[src/rtl/dp_pkg.sv]
// dp_pkg: opcodes, widths and sequencer state encoding shared across the accumulator CPU.
package dp_pkg;
  localparam int ADR_W = 6;
  localparam int DAT_W = 8;
  localparam logic [1:0] OP_LDA = 2'b00;
  localparam logic [1:0] OP_STA = 2'b01;
  localparam logic [1:0] OP_ADD = 2'b10;
  localparam logic [1:0] OP_JMP = 2'b11;
  typedef enum logic [3:0] {
    S_RESET  = 4'd0,
    S_FETCH  = 4'd1,
    S_INC    = 4'd2,
    S_DECODE = 4'd3,
    S_LDA    = 4'd4,
    S_STA    = 4'd5,
    S_ADD    = 4'd6,
    S_JMP    = 4'd7,
    S_FAULT  = 4'd8
`ifdef DP_SEQUENCER_SINGLE_STEP_EN
    ,S_PAUSE = 4'd9
`endif
  } state_t;
endpackage

[src/rtl/dp_sequencer.sv]
// dp_sequencer: Moore control FSM for the 8-bit accumulator datapath with memory wait timeout.
// Optional single-step pause after each instruction when DP_SEQUENCER_SINGLE_STEP_EN is defined.
module dp_sequencer
  import dp_pkg::*;
#(
  parameter int MEM_TIMEOUT = 15
) (
  input  logic       clk,
  input  logic       reset,
`ifdef DP_SEQUENCER_SINGLE_STEP_EN
  input  logic       step,
`endif
  input  logic [1:0] op_code,
  input  logic       mem_ready,
  output logic       ir_on_adr,
  output logic       pc_on_adr,
  output logic       data_on_dbus,
  output logic       dbus_on_data,
  output logic       alu_on_dbus,
  output logic       ld_ir,
  output logic       ld_ac,
  output logic       ld_pc,
  output logic       inc_pc,
  output logic       clr_pc,
  output logic       pass,
  output logic       add,
  output logic       read_mem,
  output logic       write_mem,
  output logic       fault,
  output logic       busy
);
  localparam logic [7:0] TMO = 8'(MEM_TIMEOUT);
`ifdef DP_SEQUENCER_SINGLE_STEP_EN
  localparam state_t S_DONE = S_PAUSE;
`else
  localparam state_t S_DONE = S_FETCH;
`endif
  state_t state_q, state_d;
  logic [7:0] cnt_q, cnt_d;
  logic mem_st, tmo_hit;
  always_comb begin
    mem_st = state_q inside {S_FETCH, S_LDA, S_STA, S_ADD};
    tmo_hit = TMO != 8'd0 && cnt_q == TMO;
    state_d = S_RESET;
    case (state_q)
      S_RESET:  state_d = S_FETCH;
      S_FETCH:  state_d = mem_ready ? S_INC : tmo_hit ? S_FAULT : S_FETCH;
      S_INC:    state_d = S_DECODE;
      S_DECODE: state_d = op_code == OP_LDA ? S_LDA :
                          op_code == OP_STA ? S_STA :
                          op_code == OP_ADD ? S_ADD : S_JMP;
      S_LDA, S_STA, S_ADD: state_d = mem_ready ? S_DONE : tmo_hit ? S_FAULT : state_q;
      S_JMP:    state_d = S_DONE;
      S_FAULT:  state_d = S_FAULT;
`ifdef DP_SEQUENCER_SINGLE_STEP_EN
      S_PAUSE:  state_d = step ? S_FETCH : S_PAUSE;
`endif
      default:  state_d = S_RESET;
    endcase
    if (reset) state_d = S_RESET;
    // counter only survives while we stay in the same memory state still waiting
    cnt_d = (!reset && mem_st && !mem_ready && state_d == state_q) ? cnt_q + 8'd1 : 8'd0;
  end
  always_ff @(posedge clk) begin
    if (reset) begin
      state_q <= S_RESET;
      cnt_q   <= 8'd0;
    end else begin
      state_q <= state_d;
      cnt_q   <= cnt_d;
    end
  end
  assign clr_pc       = state_q == S_RESET;
  assign pc_on_adr    = state_q == S_FETCH;
  assign ld_ir        = state_q == S_FETCH;
  assign inc_pc       = state_q == S_INC;
  assign ir_on_adr    = state_q inside {S_LDA, S_STA, S_ADD, S_JMP};
  assign read_mem     = state_q inside {S_FETCH, S_LDA, S_ADD};
  assign data_on_dbus = state_q inside {S_FETCH, S_LDA, S_ADD};
  assign ld_ac        = state_q inside {S_LDA, S_ADD};
  assign pass         = state_q inside {S_LDA, S_STA};
  assign add          = state_q == S_ADD;
  assign alu_on_dbus  = state_q == S_STA;
  assign dbus_on_data = state_q == S_STA;
  assign write_mem    = state_q == S_STA;
  assign ld_pc        = state_q == S_JMP;
  assign fault        = state_q == S_FAULT;
  assign busy         = state_q inside {S_FETCH, S_INC, S_DECODE, S_LDA, S_STA, S_ADD, S_JMP};
endmodule

[config.mk]
export PLATFORM = sky130hd
export DESIGN_NAME = dp_sequencer
export DESIGN_NICKNAME = d
export VERILOG_FILES = /design/src/rtl/dp_pkg.sv /design/src/rtl/dp_sequencer.sv
export SDC_FILE = /design/constraint.sdc
export NUM_CORES = 1
export LEC_CHECK = 0
export BUFFER_PORTS_ARGS = -buffer_cell sky130_fd_sc_hd__buf_2
export CORE_UTILIZATION = 48
export DETAILED_ROUTE_END_ITERATION = 8
export MAX_ROUTING_LAYER = met4
export PLACE_DENSITY = 0.74
export SYNTH_ARGS = -nofsm -noshare
export SYNTH_HDL_FRONTEND = slang
export SYNTH_SLANG_ARGS = --single-unit
[constraint.sdc]
create_clock -name clk -period 2.1 [get_ports clk]
set_clock_uncertainty 0.2 [all_clocks]
set_input_delay 0.21 -clock clk [delete_from_list [all_inputs] [get_ports clk]]
set_output_delay 0.21 -clock clk [all_outputs]
set_load 0.005 [all_outputs]
==> metrics.md <==
| Metric | Value |
|---|---|
| Sw Ratio | 24.6% |
| Std cell rows | 13 |
| Layout cells sized above 1 | 30.6% |
| Slowest-stage cell, CP | dfxtp_1 |
| Crit path max-delay family | flip-flops |
| CTS tree | yes |
| Vias in the first global route | 498 |
| Commonest cells in the netlist | dfxtp_1 (12), nor2_1 (12), a21oi_1 (7) |
| Synth async-reset ratio | 0% |
| Worst setup EP type | output port |
| Global router's overall resource usage | 20.1% |
| DRT Pass-1 Iters | 4 |
| Clock sinks | 12 |
| Slew Limit Fails | 0 |
| Register area share after synthesis | 32.3% |
| H-tree depth | 1 |
| Unique masters post-synth | 34 |
| I/O pin total | 21 |
| Syn nets | 98 |
| Critical path depth in cells | 4 |
| Fin nets | 115 |
| CTS resizes | 0 |
| Area contributors post-synth | dfxtp_1 (32%), nor2_1 (6.1%), a21oi_1 (4.7%) |
| Syn avg cell area | 8.09 µm² |
| Drt wl/cell | 11.1 µm |
| Largest net degree at the start of global routing | 12 |
| # hold bufs at CTS | 0 |
| DRT Wirelength | 1.37 mm |
| Final hold violation count | 0 |
| Status | finished, final reports clean |
| Cell taking the most area after synthesis | dfxtp_1 |
| Hold depth | 3 |
| Power density cells | 594 nW/µm² |
| EDFF count, synth | 0 |
| Max frequency | 525 MHz |
| Reg clk slew, reported paths | 0.07 ns |
| Crit path DAT | 1.50 ns |
| Max-capacitance violation count | 0 |
| Global-route wire length before repair | 2.14 mm |
| Max Root-Sink Buffers | 2 |
| Logic pwr share | 14.6% |
| Die footprint | 1710 µm² |
| Mapped Area | 744 µm² |
| Post-DP HPWL | 1.10 mm |
| Yosys top cell area share | 32.3% |
| Via density | 5.43 |
| RSZ-0062 raised after global routing | no |
| Worst path max stage delay | 0.56 ns |
| TritonCTS Buffers | 3 |
| Post-layout util | 61.4% |
| DIE HEIGHT | 41.4 µm |
| Initial Utilization | 54.5% |
| Buffers on Ports | 20 |
| Routed via count | 668 |
| Setup TNS | 0 ns |
| N_diodes | 0 |
| Worst reg2reg path depth | 4 |
| Post-Synthesis Cells | 92 |
| Synth Register Bits | 12 |
| Min-delay worst type | in -> reg |
| Slew HR | 73.4% |
| Die width | 41.4 µm |
| Tmin final | 1.91 ns |
| CP required | 1.69 ns |
| P_sw | 0.000123 W |
| Internal Power | 0.000375 W |
| Fin crit share | 90.7% |
| Critical path, cell by cell | nand2b_1 -> o21a_1 -> nor2_1 -> buf_2 |
| DRC | 0 |
| Routability cong. | 0.785 |
| Initial antenna violation count | 0 |
| Worst slew pin tran | 0.399 ns |
| Leakage | 0.351 nW |
| Area delta synth->final | 12.6% |
| CP max FO | 11 |
| CP Class | reg -> out |
| Latest clock arrival within the worst-skew pair | 0.27 ns |
| Worst Path Buf+Inv | 1 |
| Final setup fails | 0 |
| Sequential power share | 49.4% |
| Worst Setup Start Kind | register |
| Postcts setup bufs | 0 |
| DRT iter0 DRCs | 15 |
| ANT nets after route | 0 |
| Clock share of power | 36.0% |
| Core ar. | 1370 µm² |
| Root Driver | clkbuf_4 |
| Peak supply drop | 0.000364 V |
| Top_reg_cell synth | dfxtp_1 |
| Syn. warnings | 0 |
| Grt total ovfl | 0 |
==> worst reg2reg max path, stage by stage, from the launching register on <==
cell,delay [ns]
dfxtp_1,0.56
nand2b_1,0.23
a2111o_1,0.49
nand2b_4,0.20
nor2_2,0.10
==> cells in the final DEF, fill, tap and decap left out, types with 4 or more instances in the layout <==
master   netlist  layout
dfxtp_1       12      12
buf_2          1      20
nor2_2         4       4
nor3_1         4       4
nor2_1        12      12
nand2_1        4       4
o21ai_0        4       4
a21oi_1        7       7
inv_1          4       4
==> cell families after synthesis <==
kind of cell | count (synthesis) | synth area share [%]
compound gates | 19 | 16.3
fa+ha+maj | 1 | 1.68
simple gates | 44 | 35.5
xor+xnor | 3 | 3.53
flops | 12 | 32.3
buf+inv | 13 | 10.8
==> registers in the layout (all words and copies together) (netlist names) <==
signal and cells:
cnt_q 8, state_q 4
==> stage by stage <==
step                      setup slack (ns)  std cells  hold slack (ns)  area [µm²]  power (W)
after floorplan                      0.508         92            0.183         744   0.000308
after global placement               0.298        119            0.249         802   0.000324
after detailed placement             0.296        119            0.259         802   0.000324
after CTS                            0.204        123           0.0817         838   0.000507
after global routing                0.0898        123            0.107         838   0.000526
final                                0.195        123           0.0959         838   0.000498
==> final cells by class <==
type                            instances  area, µm²
Tap cell                               15       18.8
Inverter                                5       18.8
Fill cell                             133        528
Clock buffer                            4       36.3
Timing Repair Buffer                   20        100
Multi-Input combinational cell         67        424
Sequential cell                        12        240
==> per-layer routing <==
layer	part of all wire [%]	vias up	GRT usage (%)	routed length, µm
li1	-	346	-	-
met2	45	18	28.5	622
met4	0	0	2.42	0
met1	50	304	26.6	682
met5	0	-	-	0
met3	4.7	0	9.57	64
==> power groups by stage <==
stage	Sequential (W)	Combinational [W]	Clock, W
6_report	0.000246	0.0000727	0.000179
3_3_place_gp	0.000251	0.0000727	0
2_1_floorplan	0.000241	0.0000663	0
5_1_grt	0.000247	0.0000811	0.000198
4_1_cts	0.000246	0.0000735	0.000187
3_5_place_dp	0.000251	0.0000735	0
==> path summary, 6_finish.rpt <==
| check | startpoint | to | slack, ns |
|---|---|---|---|
| max | state_q[0]$_SDFF_PP0_ | read_mem | 0.19 |
| min reg2reg | cnt_q[0]$_SDFF_PP0_ | cnt_q[0]$_SDFF_PP0_ | 0.27 |
| max reg2reg | state_q[0]$_SDFF_PP0_ | cnt_q[7]$_SDFF_PP0_ | 0.27 |
| min | reset | state_q[1]$_SDFF_PP0_ | 0.1 |
Power figures use the tool's default switching activity.
